`config.mk`:
```
export PLATFORM = sky130hd
export DESIGN_NAME = mano_mem_arbiter
export DESIGN_NICKNAME = d
export VERILOG_FILES = /design/src/rtl/mano_mem_arbiter_pkg.sv /design/src/rtl/rr_arb2.sv /design/src/rtl/mano_mem_arbiter.sv
export SDC_FILE = /design/constraint.sdc
export NUM_CORES = 1
export LEC_CHECK = 0
export ABC_AREA = 1
export CORE_UTILIZATION = 43
export CTS_CLUSTER_DIAMETER = 120
export DETAILED_ROUTE_END_ITERATION = 8
export GPL_TIMING_DRIVEN = 0
export PLACE_DENSITY = 0.81
export SETUP_SLACK_MARGIN = 0.02
export SLEW_MARGIN = 20
export SYNTH_ARGS = -nofsm -noshare
export SYNTH_HDL_FRONTEND = slang
export SYNTH_SLANG_ARGS = --single-unit
```
`constraint.sdc`:
```
create_clock -name clk -period 1.5 [get_ports clk]
set_input_delay 0.3 -clock clk [delete_from_list [all_inputs] [get_ports clk]]
set_output_delay 0.3 -clock clk [all_outputs]
set_load 0.005 [all_outputs]
```
`src/rtl/mano_mem_arbiter_pkg.sv`:
```
// Shared widths, FSM encodings and helpers for the Mano memory arbiter.
// The address and data widths match the Mano main memory (4K x 16).

package mano_mem_arbiter_pkg;

    // Word address and data widths of the Mano main memory
    localparam int unsigned ADDR_W = 12;
    localparam int unsigned DATA_W = 16;

    // Latency counter width; MEM_LAT is legal from 1 to 15
    localparam int unsigned CNT_W = 4;

    // Statistics counter width
    localparam int unsigned STAT_W = 16;

    // FSM state encodings
    localparam logic ARB_IDLE = 1'b0;
    localparam logic ARB_BUSY = 1'b1;

    // Saturating increment for the statistics counters
    function automatic logic [STAT_W-1:0] sat_inc(input logic [STAT_W-1:0] v);
        if (v == {STAT_W{1'b1}}) begin
            return v;
        end
        return v + STAT_W'(1);
    endfunction

endpackage

```
`src/rtl/rr_arb2.sv`:
```
// Two-way round-robin pick. Combinational only: the owner of the "last"
// state is the caller, which updates it when a grant is actually taken.

module rr_arb2 (
    input  logic req0,
    input  logic req1,
    input  logic last,   // port that won the most recent grant
    output logic sel,    // 0 = port 0, 1 = port 1
    output logic valid   // at least one request present
);

    // Single requester wins outright; on conflict the port that did not win last time goes
    always_comb begin
        valid = req0 | req1;
        sel   = 1'b0;
        if (req0 && req1) begin
            sel = ~last;
        end else if (req1) begin
            sel = 1'b1;
        end
    end

endmodule

```
`src/rtl/mano_mem_arbiter.sv`:
```
// Mano main-memory arbiter: shares one single-ported memory between the
// instruction-fetch cache (port 0) and the data cache (port 1). One fixed
// latency access at a time, round-robin on conflict, one-cycle done pulse.
// Optional feature: define ARB_STATS_EN to add saturating grant/conflict
// counters (stat_gnt0, stat_gnt1, stat_conf).

module mano_mem_arbiter
    import mano_mem_arbiter_pkg::*;
#(
    parameter int unsigned MEM_LAT = 2   // strobe cycles per access, 1..15
) (
    input  logic              clk,
    input  logic              clr_n,
    input  logic              req0,
    input  logic              req1,
    input  logic              we0,
    input  logic              we1,
    input  logic [ADDR_W-1:0] addr0,
    input  logic [ADDR_W-1:0] addr1,
    input  logic [DATA_W-1:0] wdata0,
    input  logic [DATA_W-1:0] wdata1,
    output logic              gnt0,
    output logic              gnt1,
    output logic              done0,
    output logic              done1,
    output logic [DATA_W-1:0] rdata0,
    output logic [DATA_W-1:0] rdata1,
    output logic              busy,
    output logic [ADDR_W-1:0] mem_addr,
    output logic              mem_rd,
    output logic              mem_wr,
    output logic [DATA_W-1:0] mem_dout,
    input  logic [DATA_W-1:0] mem_din
`ifdef ARB_STATS_EN
    ,
    output logic [STAT_W-1:0] stat_gnt0,
    output logic [STAT_W-1:0] stat_gnt1,
    output logic [STAT_W-1:0] stat_conf
`endif
);

    localparam logic [CNT_W-1:0] CntLoad = CNT_W'(MEM_LAT - 1);

    logic              state_q, state_d;
    logic [CNT_W-1:0]  cnt_q, cnt_d;
    logic              last_q, last_d;
    logic              gnt0_q, gnt0_d;
    logic              gnt1_q, gnt1_d;
    logic              done0_q, done0_d;
    logic              done1_q, done1_d;
    logic [DATA_W-1:0] rdata0_q, rdata0_d;
    logic [DATA_W-1:0] rdata1_q, rdata1_d;
    logic [ADDR_W-1:0] mem_addr_q, mem_addr_d;
    logic [DATA_W-1:0] mem_dout_q, mem_dout_d;
    logic              mem_rd_q, mem_rd_d;
    logic              mem_wr_q, mem_wr_d;

    logic              arb_sel;
    logic              arb_valid;
    logic              sel_we;
    logic              grant;

    rr_arb2 u_rr_arb2 (
        .req0  (req0),
        .req1  (req1),
        .last  (last_q),
        .sel   (arb_sel),
        .valid (arb_valid)
    );

    // Requests are only looked at in IDLE; BUSY ignores them entirely
    assign grant  = (state_q == ARB_IDLE) && arb_valid;
    assign sel_we = arb_sel ? we1 : we0;

    // Next-state: grant in IDLE, count down latency in BUSY, complete at zero
    always_comb begin
        state_d    = state_q;
        cnt_d      = cnt_q;
        last_d     = last_q;
        gnt0_d     = gnt0_q;
        gnt1_d     = gnt1_q;
        done0_d    = 1'b0;
        done1_d    = 1'b0;
        rdata0_d   = rdata0_q;
        rdata1_d   = rdata1_q;
        mem_addr_d = mem_addr_q;
        mem_dout_d = mem_dout_q;
        mem_rd_d   = mem_rd_q;
        mem_wr_d   = mem_wr_q;

        case (state_q)
            ARB_IDLE: begin
                if (grant) begin
                    state_d    = ARB_BUSY;
                    gnt0_d     = ~arb_sel;
                    gnt1_d     = arb_sel;
                    mem_addr_d = arb_sel ? addr1 : addr0;
                    mem_dout_d = arb_sel ? wdata1 : wdata0;
                    mem_rd_d   = ~sel_we;
                    mem_wr_d   = sel_we;
                    cnt_d      = CntLoad;
                    last_d     = arb_sel;
                end
            end
            ARB_BUSY: begin
                if (cnt_q != '0) begin
                    cnt_d = cnt_q - CNT_W'(1);
                end else begin
                    // Read data is captured only into the owning port's register
                    if (mem_rd_q && gnt0_q) begin
                        rdata0_d = mem_din;
                    end
                    if (mem_rd_q && gnt1_q) begin
                        rdata1_d = mem_din;
                    end
                    done0_d  = gnt0_q;
                    done1_d  = gnt1_q;
                    gnt0_d   = 1'b0;
                    gnt1_d   = 1'b0;
                    mem_rd_d = 1'b0;
                    mem_wr_d = 1'b0;
                    state_d  = ARB_IDLE;
                end
            end
            default: begin
                state_d = ARB_IDLE;
            end
        endcase
    end

    // State and datapath registers; reset drops any in-flight access
    always_ff @(posedge clk or negedge clr_n) begin
        if (!clr_n) begin
            state_q    <= ARB_IDLE;
            cnt_q      <= '0;
            last_q     <= 1'b1;
            gnt0_q     <= 1'b0;
            gnt1_q     <= 1'b0;
            done0_q    <= 1'b0;
            done1_q    <= 1'b0;
            rdata0_q   <= '0;
            rdata1_q   <= '0;
            mem_addr_q <= '0;
            mem_dout_q <= '0;
            mem_rd_q   <= 1'b0;
            mem_wr_q   <= 1'b0;
        end else begin
            state_q    <= state_d;
            cnt_q      <= cnt_d;
            last_q     <= last_d;
            gnt0_q     <= gnt0_d;
            gnt1_q     <= gnt1_d;
            done0_q    <= done0_d;
            done1_q    <= done1_d;
            rdata0_q   <= rdata0_d;
            rdata1_q   <= rdata1_d;
            mem_addr_q <= mem_addr_d;
            mem_dout_q <= mem_dout_d;
            mem_rd_q   <= mem_rd_d;
            mem_wr_q   <= mem_wr_d;
        end
    end

    assign gnt0     = gnt0_q;
    assign gnt1     = gnt1_q;
    assign done0    = done0_q;
    assign done1    = done1_q;
    assign rdata0   = rdata0_q;
    assign rdata1   = rdata1_q;
    assign busy     = (state_q == ARB_BUSY);
    assign mem_addr = mem_addr_q;
    assign mem_rd   = mem_rd_q;
    assign mem_wr   = mem_wr_q;
    assign mem_dout = mem_dout_q;

`ifdef ARB_STATS_EN
    logic [STAT_W-1:0] stat_gnt0_q, stat_gnt0_d;
    logic [STAT_W-1:0] stat_gnt1_q, stat_gnt1_d;
    logic [STAT_W-1:0] stat_conf_q, stat_conf_d;

    // Count grants per port and IDLE cycles where both ports competed
    always_comb begin
        stat_gnt0_d = stat_gnt0_q;
        stat_gnt1_d = stat_gnt1_q;
        stat_conf_d = stat_conf_q;
        if (grant && !arb_sel) begin
            stat_gnt0_d = sat_inc(stat_gnt0_q);
        end
        if (grant && arb_sel) begin
            stat_gnt1_d = sat_inc(stat_gnt1_q);
        end
        if (grant && req0 && req1) begin
            stat_conf_d = sat_inc(stat_conf_q);
        end
    end

    // Statistics registers
    always_ff @(posedge clk or negedge clr_n) begin
        if (!clr_n) begin
            stat_gnt0_q <= '0;
            stat_gnt1_q <= '0;
            stat_conf_q <= '0;
        end else begin
            stat_gnt0_q <= stat_gnt0_d;
            stat_gnt1_q <= stat_gnt1_d;
            stat_conf_q <= stat_conf_d;
        end
    end

    assign stat_gnt0 = stat_gnt0_q;
    assign stat_gnt1 = stat_gnt1_q;
    assign stat_conf = stat_conf_q;
`endif

endmodule

```
-- Yosys cells after proc, flatten, opt, wreduce, memory -nomap -nowiden
Index checks and enable logic that the tools add are counted.
- flip-flop bits (word level): 72
- bits in latches: 0
- bits in writable memories: 0
- bits in read-only memories: 0
- input port bits: 78
- output and inout bits: 67
- logic and storage cells: 57
- memories: 0
- add/sub/neg operators: 1
- multiply operators: 0
- div/mod/pow operators: 0
- magnitude comparators: 0
- equal/unequal tests: 3
- shift operators: 0
- muxes and demuxes: 24
- bitwise operators: 6
- reductions and logical operators: 10
- operator list (operator ; count):
    16-bit two-way mux ; 1
    1-bit two-way mux ; 14
    12-bit two-way mux ; 1
    1-bit one-hot mux with 2 select lines ; 5
    4-bit two-way mux ; 2
    4-bit one-hot mux with 2 select lines ; 1
    2-bit AND reduction ; 3
    3-bit AND reduction ; 2
    1-bit NOT ; 5
    1-bit logical AND ; 4
    2-bit != test, second input constant ; 2
    4-bit nonzero test ; 1
    4-bit by 1-bit subtractor with 4-bit output, second input constant ; 1
    2-bit by 1-bit != test with 1-bit output, second input constant ; 1
    1-bit bitwise OR ; 1

-- Logic depth before layout (Yosys ltp)
Gate-level depths: netlist of run 1.
- depth after elaboration: 6
- gate-level depth with buffers: 7
- mapped depth without buffers: 7

-- Cells and area by module
Synthesis of run 1 repeated with hierarchy kept, for this count alone.
- cell total of the unflattened synthesis: 365
- area total of the unflattened synthesis: 3208.1 um^2
- by module, submodules not included (module ; instances ; cells an instance ; area each (um^2) ; sequential area each (um^2)):
    mano_mem_arbiter ; 1 ; 362 ; 3193.1 ; 1803.0
    rr_arb2 ; 1 ; 3 ; 15.0 ; 0.0

-- Worst setup path after synthesis of run 1
No wires, ideal clock.
- path kind: reg2reg
- start: reg cnt_q[0]
- end: reg rdata0_q[0] (netlist: rdata0[0])
- setup time: 65 ps
- data arrival time: 1248 ps
- required time: 1435 ps
- slack: 186 ps
- stages on the path, launching flop included: 8
- path buffers: 1
- clock period less this slack: 1314 ps
- path through: dfrtp_1 inv_1 ha_1 nand2_1 nor2_2 buf_4 nand4_1 nand2_1
- longest elaborated chain between the ends: 3
- RTL lines (item ; line ; text):
    from (decl) ; mano_mem_arbiter.sv:45 ; logic [CNT_W-1:0] cnt_q, cnt_d;
    from (signal assigned) ; mano_mem_arbiter.sv:149 ; cnt_q <= cnt_d;
    4-bit nonzero test ; mano_mem_arbiter.sv:106 ; if (cnt_q != '0) begin
    1-bit NOT (no line) ; n/a ;
    3-bit AND reduction (no line) ; n/a ;
    to (signal assigned) ; mano_mem_arbiter.sv:155 ; rdata0_q <= rdata0_d;
    to (decl) ; mano_mem_arbiter.sv:51 ; logic [DATA_W-1:0] rdata0_q, rdata0_d;
Every way passes these cells.
A chain may end at the register's enable or synchronous reset.

-- Worst setup path in the final report of run 1
- start: reg cnt_q[0]
- end: reg rdata1_q[5] (netlist: rdata1[5])
- longest elaborated chain between the ends: 3
- RTL lines (item ; line ; text):
    4-bit nonzero test ; mano_mem_arbiter.sv:106 ;
    1-bit NOT (no line) ; n/a ;
    3-bit AND reduction (no line) ; n/a ;
    to (signal assigned) ; mano_mem_arbiter.sv:156 ; rdata1_q <= rdata1_d;
    to (decl) ; mano_mem_arbiter.sv:52 ; logic [DATA_W-1:0] rdata1_q, rdata1_d;
Every way passes these cells.

==> impl_metrics.py, run 1 <==
metrics = {
    "yosys": {
        "ys_seq_elements": 72,
        "yosysWarnings": 0,
        "syn_inst": 425,
        "synth_cell_types": 21,
        "netlist_area_sq_um": 3422,
        "ys_seq_area_frac": 0.5269,
        "postSynthAreaPerCell_sq_um": 8.052,
        "syn_nets": 505,
    },
    "routing": {
        "via_count": 3560,
        "postRouteWirelength_microns": 9711,
        "dr.pass1.iters": 4,
        "wl_per_cell_microns": 13.62,
        "drc": 0,
        "vias_per_cell": 4.993,
        "drt_first_iter_violations": 143,
        "antenna_left": 0,
    },
    "timing": {
        "holdWs_ns": 0.4623,
        "hold_viol": 0,
        "worst_pin_slew_ns": 0.4669,
        "fin_worst_skew_ns": 0.006430,
        "finalCriticalPeriod_ns": 1.443,
        "fmax_ghz": 0.6930,
        "period_share": 0.9620,
        "grt_setup_unrepaired": "yes",
        "worst_slack_ns": 0.05696,
        "slew-limit-headroom": 0.6887,
        "report.final.slew_viol_count": 0,
        "setup_viol": 0,
    },
    "pwr": {
        "ir_drop_mv": 0.7168,
        "p_per_area_nw_per_um2": 1804,
        "p_leak_nw": 2.730,
    },
    "status": {
        "outcome": "complete, no violations",
    },
    "clock_network": {
        "cts_max_path_buffers": 2,
        "clkTransAtPathRegs_ns": 0.08,
        "cts_tree": "built",
        "clk_latency_ns": 0.34,
        "cts_made_buffers": 9,
        "cts_root_buf": "clkbuf_8",
        "cts.htree.levels": 3,
        "cts.sinks": 72,
    },
    "grt": {
        "grt_pass1_vias": 3598,
        "overflow": 0,
        "antenna_found_initial": 0,
        "grt_pass1_wl_microns": 16080,
        "grtUsageTotal": 0.2448,
        "grt_max_degree": 40,
    },
    "finish": {
        "final_common_cell": "nand2_1",
        "num_antenna_cells": 0,
        "instances_no_fill": 713,
        "layout_common_cells": "nand2_1, clkdlybuf4s50_1, dfrtp_1",
        "area_delta_synth_final_pct": 57.33,
        "layout-drive-gt1-share": 0.1293,
        "final_nets": 686,
    },
    "placed_design": {
        "dpl.hpwl_microns": 6997,
        "port-buffer-count": 143,
        "place_inst": 671,
        "place_ws_ns": -0.1730,
        "gp_congestion": 0.8686,
    },
    "worst_setup_path": {
        "crit_required_ns": 1.78,
        "end_kind": "flip-flop",
        "cp.arrival_ns": 1.72,
        "path_max_fanout": 10,
        "critical_path_class": "flip-flop to flip-flop",
        "worst_setup_path_start_kind": "flip-flop",
    },
    "die": {
        "die_y_microns": 91.21,
        "core_region_area_sq_um": 7727,
        "start_util": 0.4428,
        "die-area_sq_um": 8319,
        "ios": 145,
        "die_w_microns": 91.21,
        "rows": 32,
    },
    "min_path": {
        "worstHoldPathType": "input port to async pin",
    },
    "job": {
        "maxCapViolCount": 0,
    },
}
-- cell usage after synthesis --
cell | number | area [sq um]
nand4_2 | 2 | 25.02
ha_1 | 2 | 25.02
dfstp_2 | 1 | 26.28
buf_6 | 2 | 22.52
nand3_1 | 30 | 150.1
o21ai_1 | 10 | 50.05
nor2_1 | 6 | 22.52
nor2_4 | 1 | 11.26
nand3b_1 | 9 | 67.56
nor2_2 | 2 | 12.51
clkbuf_1 | 5 | 18.77
xor2_1 | 1 | 8.760
clkinv_1 | 2 | 7.510
nand4_1 | 32 | 200.2
nand2_1 | 205 | 769.5
inv_1 | 11 | 41.29
o21ai_2 | 1 | 8.760
dfrtp_1 | 71 | 1777
buf_2 | 15 | 75.07
buf_4 | 7 | 52.55
a21oi_1 | 10 | 50.05
-- critical path, cell delays in order (launching register included) --
cell and delay (ns):
dfrtp_1 0.41, inv_2 0.12, ha_4 0.19, nand2_1 0.10, nor2_4 0.16, buf_6 0.17
nand4_1 0.12, nand2_1 0.11
-- stage by stage --
step / total power [mW] / setup TNS [ns] / util / instance area, sq um
floorplan: 5.504 / 0 / - / 3422
global placement: 7.901 / -160.34 / 0.6446 / 4981
detailed placement: 8.077 / -4.077 / 0.6469 / 4999
CTS: 9.622 / 0 / 0.6911 / 5340
global route: 10.46 / 0 / 0.6967 / 5384
finish: 9.714 / 0 / 0.6967 / 5384
-- path summary, 6_finish.rpt --
kind | startpoint | endpoint | slack (ns) | depth (start not counted)
hold reg to reg | rdata0[8] | rdata0[8] | 0.47 | 2
hold / removal | clr_n | rdata0[4] | 0.46 | 2
setup reg to reg | cnt_q[0] | rdata1[5] | 0.06 | 7
min in group clk | rdata0[8] | rdata0[8] | 0.47 | 2
setup / recovery | cnt_q[0] | rdata1[5] | 0.06 | 7
max in group asynchronous | clr_n | mem_addr[1] | 0.48 | 3
-- routing by layer --
layer  up-vias  wire length, microns  track usage
li1       1737                     -            -
met3        24                   756      0.04774
met4         0                   225       0.1230
met1      1626                  3994       0.3047
met2       173                  4735       0.4066
met5         -                     0            0
-- cell type report --
cell class / instances / area [sq um]
Buffer: 29 / 177.7
Clock buffer: 9 / 123.9
Clock inverter: 7 / 96.34
Fill cell: 626 / 2344
Inverter: 13 / 56.30
Multi-Input combinational cell: 311 / 1436
Sequential cell: 72 / 1803
Tap cell: 102 / 127.6
Timing Repair Buffer: 170 / 1563
-- kinds of logic after synthesis --
family / Yosys count / share of synthesized area
xor+xnor: 1 / 0.002560
compound gates: 21 / 0.03181
buf+inv: 42 / 0.06362
flops: 72 / 0.5269
fa+ha+maj: 2 / 0.007311
simple gates: 287 / 0.3678
-- registers in the layout, summed over array words and instances, names as in the netlist --
register,count
busy,1
cnt_q,4
done0,1
done1,1
gnt0,1
gnt1,1
last_q,1
mem_addr,12
mem_dout,16
mem_rd,1
mem_wr,1
rdata0,16
rdata1,16
-- report_power, final --
group          total [mW]  switching [mW]  internal, mW
registers            3.41           0.532          2.88
logic                4.63            2.36          2.28
clock network        1.67           0.738         0.935
-- what timing repair did --
item                                    in CTS  in global routing
endpoints found under the hold margin       32                  0
endpoints found under the setup margin      97                 31
gates resized for setup                     69                 10
buffers inserted                            25                  0
hold buffers                                 1                  0
Power figures use the tool's default switching activity.
==> run 2, diff against run 1 <==
--- a/config.mk
+++ b/config.mk
@@ -8,6 +8,7 @@
 export ABC_AREA = 1
 export CORE_UTILIZATION = 43
 export CTS_CLUSTER_DIAMETER = 120
+export CTS_CLUSTER_SIZE = 25
 export DETAILED_ROUTE_END_ITERATION = 8
 export GPL_TIMING_DRIVEN = 0
 export PLACE_DENSITY = 0.81
==> results of run 2 <==
No change in the layout: final DEF, timing and power equal those of run 1.
